<file path="src/rtl/sprite_anim_renderer.sv">
// Three-stage sprite pixel pipeline with a synchronous palette-index ROM,
// frame-synchronous position shadowing and a frame-divided animation sequencer.
module sprite_anim_renderer #(
  parameter int unsigned SPR_W       = 31,
  parameter int unsigned SPR_H       = 156,
  parameter int unsigned FRAMES      = 4,
  parameter int unsigned SCALE_SHIFT = 0,
  parameter int unsigned IDX_W       = 3,
  parameter int unsigned TRANSP_IDX  = 0,
  parameter int unsigned FRAME_DIV   = 6,
  parameter int unsigned ADDR_W      = 16
) (
  input  logic                       vga_clk,
  input  logic                       reset_n,
  input  logic [9:0]                 DrawX,
  input  logic [9:0]                 DrawY,
  input  logic                       blank,
  input  logic                       frame_start,
  input  logic [9:0]                 sprite_x,
  input  logic [9:0]                 sprite_y,
  input  logic                       flip_x,
  input  logic                       anim_en,
  input  logic                       anim_loop,
  input  logic                       anim_restart,
  output logic [ADDR_W-1:0]          rom_addr,
  input  logic [IDX_W-1:0]           rom_q,
  output logic                       pix_hit,
  output logic [IDX_W-1:0]           pix_index,
  output logic [$clog2(FRAMES)-1:0]  frame_idx,
  output logic                       anim_done
);

  localparam int unsigned FI_W     = $clog2(FRAMES);
  localparam int unsigned DIV_W    = (FRAME_DIV > 1) ? $clog2(FRAME_DIV) : 1;
  localparam int unsigned BOX_W    = SPR_W << SCALE_SHIFT;
  localparam int unsigned BOX_H    = SPR_H << SCALE_SHIFT;
  localparam int unsigned FRAME_SZ = SPR_W * SPR_H;

  logic [9:0]        sx_q, sy_q;
  logic              flip_q;
  logic              hit_s1_q, hit_s2_q;
  logic [ADDR_W-1:0] rom_addr_q, rom_addr_d;
  logic              pix_hit_q, pix_hit_d;
  logic [IDX_W-1:0]  pix_index_q, pix_index_d;
  logic [FI_W-1:0]   frame_q, frame_d;
  logic [DIV_W-1:0]  div_q, div_d;
  logic              done_q, done_d;

  logic [10:0] px, py, sx, sy, dx, dy, lx, ly, lx_flip;
  logic        in_x, in_y, hit_d;
  logic [31:0] addr_full;

  // Box test and ROM address; 11-bit math keeps boxes past the screen edge from wrapping.
  always_comb begin
    px      = {1'b0, DrawX};
    py      = {1'b0, DrawY};
    sx      = {1'b0, sx_q};
    sy      = {1'b0, sy_q};
    dx      = px - sx;
    dy      = py - sy;
    in_x    = (px >= sx) && (px < (sx + 11'(BOX_W)));
    in_y    = (py >= sy) && (py < (sy + 11'(BOX_H)));
    hit_d   = blank && in_x && in_y;
    lx      = dx >> SCALE_SHIFT;
    ly      = dy >> SCALE_SHIFT;
    lx_flip = flip_q ? (11'(SPR_W - 1) - lx) : lx;
    addr_full  = 32'(frame_q) * FRAME_SZ + 32'(ly) * SPR_W + 32'(lx_flip);
    rom_addr_d = hit_d ? ADDR_W'(addr_full) : '0;
  end

  // Output stage: transparent or off-sprite pixels present index 0.
  always_comb begin
    pix_hit_d   = hit_s2_q && (rom_q != IDX_W'(TRANSP_IDX));
    pix_index_d = pix_hit_d ? rom_q : '0;
  end

  // Animation sequencer; restart overrides any step taken on the same cycle.
  always_comb begin
    frame_d = frame_q;
    div_d   = div_q;
    done_d  = done_q;
    if (anim_restart) begin
      frame_d = '0;
      div_d   = '0;
      done_d  = 1'b0;
    end else begin
      if (anim_loop) done_d = 1'b0;
      if (frame_start && anim_en) begin
        if (div_q == DIV_W'(FRAME_DIV - 1)) begin
          div_d = '0;
          if (frame_q != FI_W'(FRAMES - 1)) frame_d = frame_q + FI_W'(1);
          else if (anim_loop)               frame_d = '0;
          else                              done_d  = 1'b1;
        end else begin
          div_d = div_q + DIV_W'(1);
        end
      end
    end
  end

  always_ff @(posedge vga_clk or negedge reset_n) begin
    if (!reset_n) begin
      sx_q        <= '0;
      sy_q        <= '0;
      flip_q      <= 1'b0;
      hit_s1_q    <= 1'b0;
      hit_s2_q    <= 1'b0;
      rom_addr_q  <= '0;
      pix_hit_q   <= 1'b0;
      pix_index_q <= '0;
      frame_q     <= '0;
      div_q       <= '0;
      done_q      <= 1'b0;
    end else begin
      if (frame_start) begin
        sx_q   <= sprite_x;
        sy_q   <= sprite_y;
        flip_q <= flip_x;
      end
      hit_s1_q    <= hit_d;
      hit_s2_q    <= hit_s1_q;
      rom_addr_q  <= rom_addr_d;
      pix_hit_q   <= pix_hit_d;
      pix_index_q <= pix_index_d;
      frame_q     <= frame_d;
      div_q       <= div_d;
      done_q      <= done_d;
    end
  end

  assign rom_addr  = rom_addr_q;
  assign pix_hit   = pix_hit_q;
  assign pix_index = pix_index_q;
  assign frame_idx = frame_q;
  assign anim_done = done_q;

endmodule
</file>
<file path="config.mk">
export PLATFORM = sky130hd
export DESIGN_NAME = sprite_anim_renderer
export DESIGN_NICKNAME = d
export VERILOG_FILES = /design/src/rtl/sprite_anim_renderer.sv
export SDC_FILE = /design/constraint.sdc
export NUM_CORES = 1
export LEC_CHECK = 0
export CORE_MARGIN = 2
export CORE_UTILIZATION = 51
export DETAILED_ROUTE_END_ITERATION = 8
export PLACE_DENSITY = 0.77
export SYNTH_ARGS = -nofsm -noshare
export SYNTH_HDL_FRONTEND = slang
export SYNTH_SLANG_ARGS = --single-unit
</file>
<file path="constraint.sdc">
create_clock -name vga_clk -period 5.6 [get_ports vga_clk]
set_input_delay 0.84 -clock vga_clk [delete_from_list [all_inputs] [get_ports vga_clk]]
set_output_delay 0.84 -clock vga_clk [all_outputs]
set_load 0.02 [all_outputs]
</file>
==> impl_results.md, run 1 <==
- Synthesized area: approximately 5400 um2
- # diodes: 0
- Period utilization: 116%
- Final Setup Violations: 9
- CP Data Arrival Time: 6.63 ns
- Distinct cells, synth: 51
- Worst EP required: 5.76 ns
- R2R depth: 27
- Post-route minimum period: 6.47 ns
- Reg-to-Reg End: rom_addr[15]
- Flops & latches, synth: 49
- Worst setup margin: -0.869 ns
- Initial drt markers: 230
- Worst Tran Pin Value: 1.04 ns
- Share of the synthesized area in the top cell type: 22.6%
- Finished Core Util: about 75%
- First-pass GRT wire length: 21900 um
- Drt drc: 0
- CTS buffer count: 5
- Final Max Tran Viols: 0
- Failing checks: setup timing
- Starting Density: 52.6%
- Fmax: approximately 0.15 GHz
- Layout cells sized above 1: 26.7%
- Clk pin slew, worst setup/hold paths: 0.10 ns
- Core area: 10300 um2
- Die Height: 107 um
- Crit-path most repeated cell: fa_1
- Outcome: complete, but fails checks
- Fin Clk Skew: 0.0183 ns
- Vias per cell: 5.12
- Syn_nets: roughly 770
- Initial antenna violation count: 0
- Main area contributors after synthesis: dfrtp_1, fa_1, ha_1
- Area of the die: ~11000 um2
- CTS H-tree depth: 2
- Worst hold stages: 0
- CP Max Fanout: 3
- WL/cell: 14.3 um
- Syn Inst Count: 597
- Worst skew pair latency: about 0.32 ns
- Final WL: 13400 um
- CTS tree: done
- GP Congestion: 0.842
- Vias in the first global route: around 5000
- Die Wd: 107 um
- CTS root buf: clkbuf_8
- Crit path largest cell delay: about 0.58 ns
- Syn avg cell area: 9.09 um2
- Total negative setup slack: -4.85 ns
- Critical setup path kind: in -> reg
- Max_cap viols: 0
- Yosys warning total: 0
- Number of port buffers: 73
- Max_slew headroom: 30.8%
- GR Util All Layers: 23.6%
- DRT Pass-1 Iters: 5
- RSZ-0062 raised after global routing: yes
- Critical R2R Launch: sx_q[0]
- Post-synth EDFFs: 0
- Hold path startpoint: hit_s1_q
- Routed via count: approximately 4800
- Slowest cell on crit path: or4_4
- Post-route ant nets: 0
- Area Growth Syn to Fin: 43.0%
- Nets: 974
- HP Class: reg -> reg
- Largest area contributor in the netlist: dfrtp_1
- Reg2Reg Setup Slack: -0.62 ns
- Pre-CTS setup slack: -1.62 ns
- Async S/R FF share, synth: 100%
- Hold WS: 0.358 ns
- DP HPWL: 10300 um
- Row cnt: 37
- Sink Count: 49
- Hold Path Sink: hit_s2_q
- Seq/Total Area, Yosys: between 20% and 30%
- Largest net degree at the start of global routing: 50
- Worst Setup End Kind: flop
- Startpoint types: input pin
- Congestion Overflow GR: 0
- IO Pins: 74
- Top_reg_cell synth: dfrtp_1
- Final hold vios: 0
- Clk buf depth: 2
==> flip-flops by register name, summed over array words and instances (netlist names) <==
| name | flops |
|---|---|
| hit_s1_q | 1 |
| sx_q | 10 |
| pix_hit | 1 |
| frame_idx | 2 |
| sy_q | 10 |
| hit_s2_q | 1 |
| anim_done | 1 |
| rom_addr | 16 |
| pix_index | 3 |
| div_q | 3 |
| flip_q | 1 |
==> critical path, delay by kind of cell <==
family | cells | cell delay (ns)
fa+ha+maj | 7 | 2.67
xor+xnor | 3 | 0.49
buf+inv | 9 | 0.70
compound gates | 5 | 0.99
simple gates | 5 | 0.95
==> synth_stat cells (all sizes together), types with 2 or more instances <==
cell type / instances
a2111oi: 2
a211oi: 4
a21boi: 2
a21o: 7
a21oi: 29
a31oi: 8
and2: 3
and3: 3
clkbuf: 7
dfrtp: 49
fa: 51
ha: 74
inv: 121
mux2: 2
nand2: 43
nand2b: 7
nand3: 7
nor2: 38
nor2b: 4
nor3: 11
nor3b: 2
o21a: 5
o21ai: 42
o21ba: 2
o21bai: 6
o31ai: 2
o41a: 2
or2: 2
xnor2: 31
xor2: 19
==> what timing repair did <==
item,CTS,global route
endpoints found under the setup margin,10,10
hold buffers,0,0
buffers inserted,14,8
pin swaps,45,38
gates resized for setup,61,18
==> through the flow <==
stage          instance area (um2)  instances
6_report                      7760        935
3_5_place_dp                  7240        908
2_1_floorplan                 5550        597
5_1_grt                       7760        935
3_3_place_gp                  7240        908
4_1_cts                       7640        927
==> cells by family after synthesis <==
group / Yosys count / synth area share [%]
simple gates: 125 / 10.5
fa+ha+maj: 125 / 35.9
buf+inv: 128 / 8.85
xor+xnor: 50 / 8.07
mux: 2 / 0.415
flops: 49 / 22.6
compound gates: 118 / 13.8
==> layer usage <==
metal / global-route usage (%) / up-vias / share of wire [%]
met2: 46.7 / 131 / 55
met3: 2.67 / 13 / 4.1
met4: 5.84 / 0 / 1.2
met5: 0 / - / 0
li1: - / 2325 / -
met1: 26.5 / 2317 / 40
==> cell usage in the layout (no fill, tap or decap), types with 8 or more instances in the layout <==
master           netlist  layout
xor2_1                19      16
clkdlybuf4s50_1        0      65
ha_1                  74      65
buf_4                  0     121
ha_4                   0       8
inv_1                120     104
a21oi_1               28      21
inv_2                  1      16
dfrtp_1               49      49
o21ai_0               35      31
fa_1                  51      49
nand2_1               43      41
o21ai_1                7       9
xnor2_1               31      25
nor2_1                38      35
==> worst max-delay path by stage <==
stage	startpoint	to	slack (ns)	cells after the start
floorplan	DrawX[0]	rom_addr[14]	-0.61	25
global placement	DrawX[0]	rom_addr[14]	-1.36	26
detailed placement	DrawX[0]	rom_addr[14]	-1.62	26
CTS	DrawX[0]	rom_addr[15]	-0.82	28
global route	DrawX[0]	rom_addr[15]	-1.02	29
finish	DrawX[0]	rom_addr[15]	-0.87	29
==> final cells by class <==
type	instances	area [um2]
sequential	49	1230
clock inverter	3	26.3
clock buffer	5	68.8
timing repair buffer	201	1720
multi-input combinational	420	4090
tap	136	170
inverter	121	467
fill	697	2560
Power of run 1 is left out: the tool's default activity adds up to more than one toggle a clock period on the data nets, which glitch-free logic cannot reach.
==> run 2, diff against run 1 <==
- CORE_ASPECT_RATIO: unset -> 1.1
==> run 2 against run 1 <==
Effect of this change: the run still ends with setup timing left; die area is essentially flat; flip-flop and latch count is the same; non-clock buffer count shrank 2; final area grew 1.0%; worst setup slack lost 0.016 ns; highest routed layer unchanged; clock-buffer cell count is the same; core utilization grew 0.28 points.
==> impl_results.md, run 2 (synthesis gave the netlist of run 1 again) <==
- Outcome: complete, but fails checks
- Failing checks: setup timing
- Final WL: 13600 um (+2.1%)
- Most frequent cells in the layout: buf_4, inv_1, ha_1, clkdlybuf4s50_1
- Clk buf depth: 2 (unchanged)
- HP Class: reg -> reg
- Worst Setup End Kind: flop
- DRT Pass-1 Iters: 4 (-1)
- Row cnt: 39 (+5.4%)
- Max_slew headroom: 30.1% (-0.76 points)
- Startpoint types: input pin
- Period utilization: 116% (+0.29 points)
- Vias per cell: 5.06 (-1.2%)
- CTS root buf: clkbuf_16
- Vias in the first global route: 5147 (+0.65%)
- Final Max Tran Viols: 0 (unchanged)
- Reg area: 1230 um2 (unchanged)
- Critical R2R Launch: sx_q[0]
- Hold Path Sink: hit_s2_q
- GR Util All Layers: 24.4% (+0.84 points)
- Placed Area: 7290 um2 (+0.64%)
- Post-route ant nets: 0 (unchanged)
- Critical setup path kind: in -> reg
- Core area: 10400 um2 (+0.68%)
- Sink Count: 49 (unchanged)
- Initial drt markers: 132 (-43%)
- Final hold vios: 0 (unchanged)
- Hold path startpoint: hit_s1_q
- Area of the die: 11500 um2 (about the same)
- Die Height: 112 um (+4.7%)
- Design Area, Final: 7850 um2 (+1.0%)
- RSZ-0062 raised after global routing: yes
- Reg2Reg Setup Slack: -0.60 ns (+0.02 ns)
- Drt drc: 0 (unchanged)
- Worst setup margin: -0.885 ns (-0.0163 ns)
- R2R depth: 25 (-7.4%)
- Worst Tran Pin Value: 1.05 ns (+0.0114 ns)
- DP HPWL: 10100 um (-2.1%)
- CP Data Arrival Time: 6.68 ns (+0.05 ns)
- Post-route minimum period: 6.49 ns (+0.0163 ns)
- CP Max Fanout: 3 (unchanged)
- Filler cells: 712 (+2.2%)
- # diodes: 0 (unchanged)
- IO Pins: 74 (unchanged)
- Number of port buffers: 73 (unchanged)
- Multi-input logic area: 4120 um2 (+0.67%)
- WL/cell: 14.5 um (+1.5%)
- Final Setup Violations: 9 (unchanged)
- CTS buffer count: 5 (unchanged)
- Reg-to-Reg End: rom_addr[14]
- Die Wd: 102 um (-4.5%)
- Area Growth Syn to Fin: 44.5%
- Largest register FFs: 16 (unchanged)
- CTS H-tree depth: 2 (unchanged)
- Most common cell after layout, fill and taps aside: buf_4
- GP Congestion: 0.884 (+5.0%)
- Fmax: 0.154 GHz (-0.25%)
- Layout cells sized above 1: 27.0% (+0.32 points)
- Largest net degree at the start of global routing: 50 (unchanged)
- Fin Clk Skew: 0.00398 ns (-0.0143 ns)
- Max_cap viols: 0 (unchanged)
- Routed via count: 4754 (-0.67%)
- Total negative setup slack: -5.38 ns (-0.522 ns)
- Worst skew pair latency: 0.30 ns (-0.02 ns)
- First-pass GRT wire length: 22400 um (+1.9%)
- Clk pin slew, worst setup/hold paths: 0.07 ns (-0.03 ns)
- Initial antenna violation count: 0 (unchanged)
- Worst EP required: 5.80 ns (+0.04 ns)
- CTS tree: done
- Congestion Overflow GR: 0 (unchanged)
- Nets: 972 (-0.21%)
- Worst hold stages: 0 (unchanged)
- Starting Density: 52.2% (-0.35 points)
[run 2: cell count changes in the layout (fill, tap and decap cells not counted), sizes merged]
| cell | before | now |
|---|---|---|
| dlygate4sd2 | 5 | 4 |
| buf | 130 | 128 |
| bufinv | 0 | 1 |
| clkinvlp | 2 | 0 |
| clkinv | 0 | 1 |
| dlymetal6s2s | 0 | 1 |
| clkdlybuf4s15 | 0 | 1 |
| clkbuf | 6 | 5 |
[run 2: layout make-up]
class,count,area share (%)
Sequential cell,49,15.6
Inverter,121,5.95
Timing Repair Buffer,199,21.5
Multi-Input combinational cell,420,52.5
Tap cell,143,2.28
Clock buffer,5,1.59
Clock inverter,3,0.558
[run 2: layer usage]
metal	track usage [%]	share of wire [%]	wire length, um	vias up
li1	-	-	-	2324
met1	27.2	38	5210	2270
met2	46.4	55	7510	122
met3	3.36	3.4	467	38
met4	8.89	3.2	437	0
met5	0	0	0	-
[run 2: repair_timing]
action                                  4_1_cts  5_1_grt
buffers inserted                              9        4
hold endpoints to repair                      0        0
pin swaps                                    50       22
endpoints found under the setup margin       10       10
gates resized for setup                      63       18
hold buffers                                  0        0
[run 2: critical path, stage by stage]
cell      delay (ns)
buf_8           0.11
inv_12          0.04
ha_4            0.12
inv_2           0.03
fa_2            0.35
a211oi_2        0.26
buf_4           0.17
o21bai_4        0.08
a21oi_2         0.18
xnor2_2         0.10
buf_4           0.14
or3_4           0.39
o31ai_4         0.23
xor2_2          0.17
fa_1            0.45
fa_1            0.52
inv_2           0.05
fa_1            0.52
inv_1           0.05
fa_1            0.54
inv_2           0.05
ha_4            0.26
a21oi_4         0.22
o21ai_2         0.10
o41a_1          0.35
o21a_1          0.19
nor3_2          0.13
[run 2: worst max path at each step]
stage	start	end	depth (start not counted)
2_1_floorplan	DrawX[0]	rom_addr[14]	25
3_3_place_gp	DrawX[0]	rom_addr[14]	26
3_5_place_dp	DrawX[0]	rom_addr[14]	26
4_1_cts	DrawX[0]	rom_addr[15]	27
5_1_grt	DrawX[0]	rom_addr[14]	27
6_report	DrawX[0]	rom_addr[14]	27
[run 2: per-stage QoR]
stage | setup slack, ns | hold WS [ns] | instances | utilization, %
floorplan | -0.614 | 0.331 | 597 | -
global placement | -1.36 | 0.336 | 920 | 70.1
detailed placement | -1.52 | 0.340 | 920 | 70.1
CTS | -0.775 | 0.355 | 936 | 74.7
global route | -1.01 | 0.371 | 940 | 75.5
finish | -0.885 | 0.352 | 940 | 75.5
Power of run 2 is left out for the same reason.
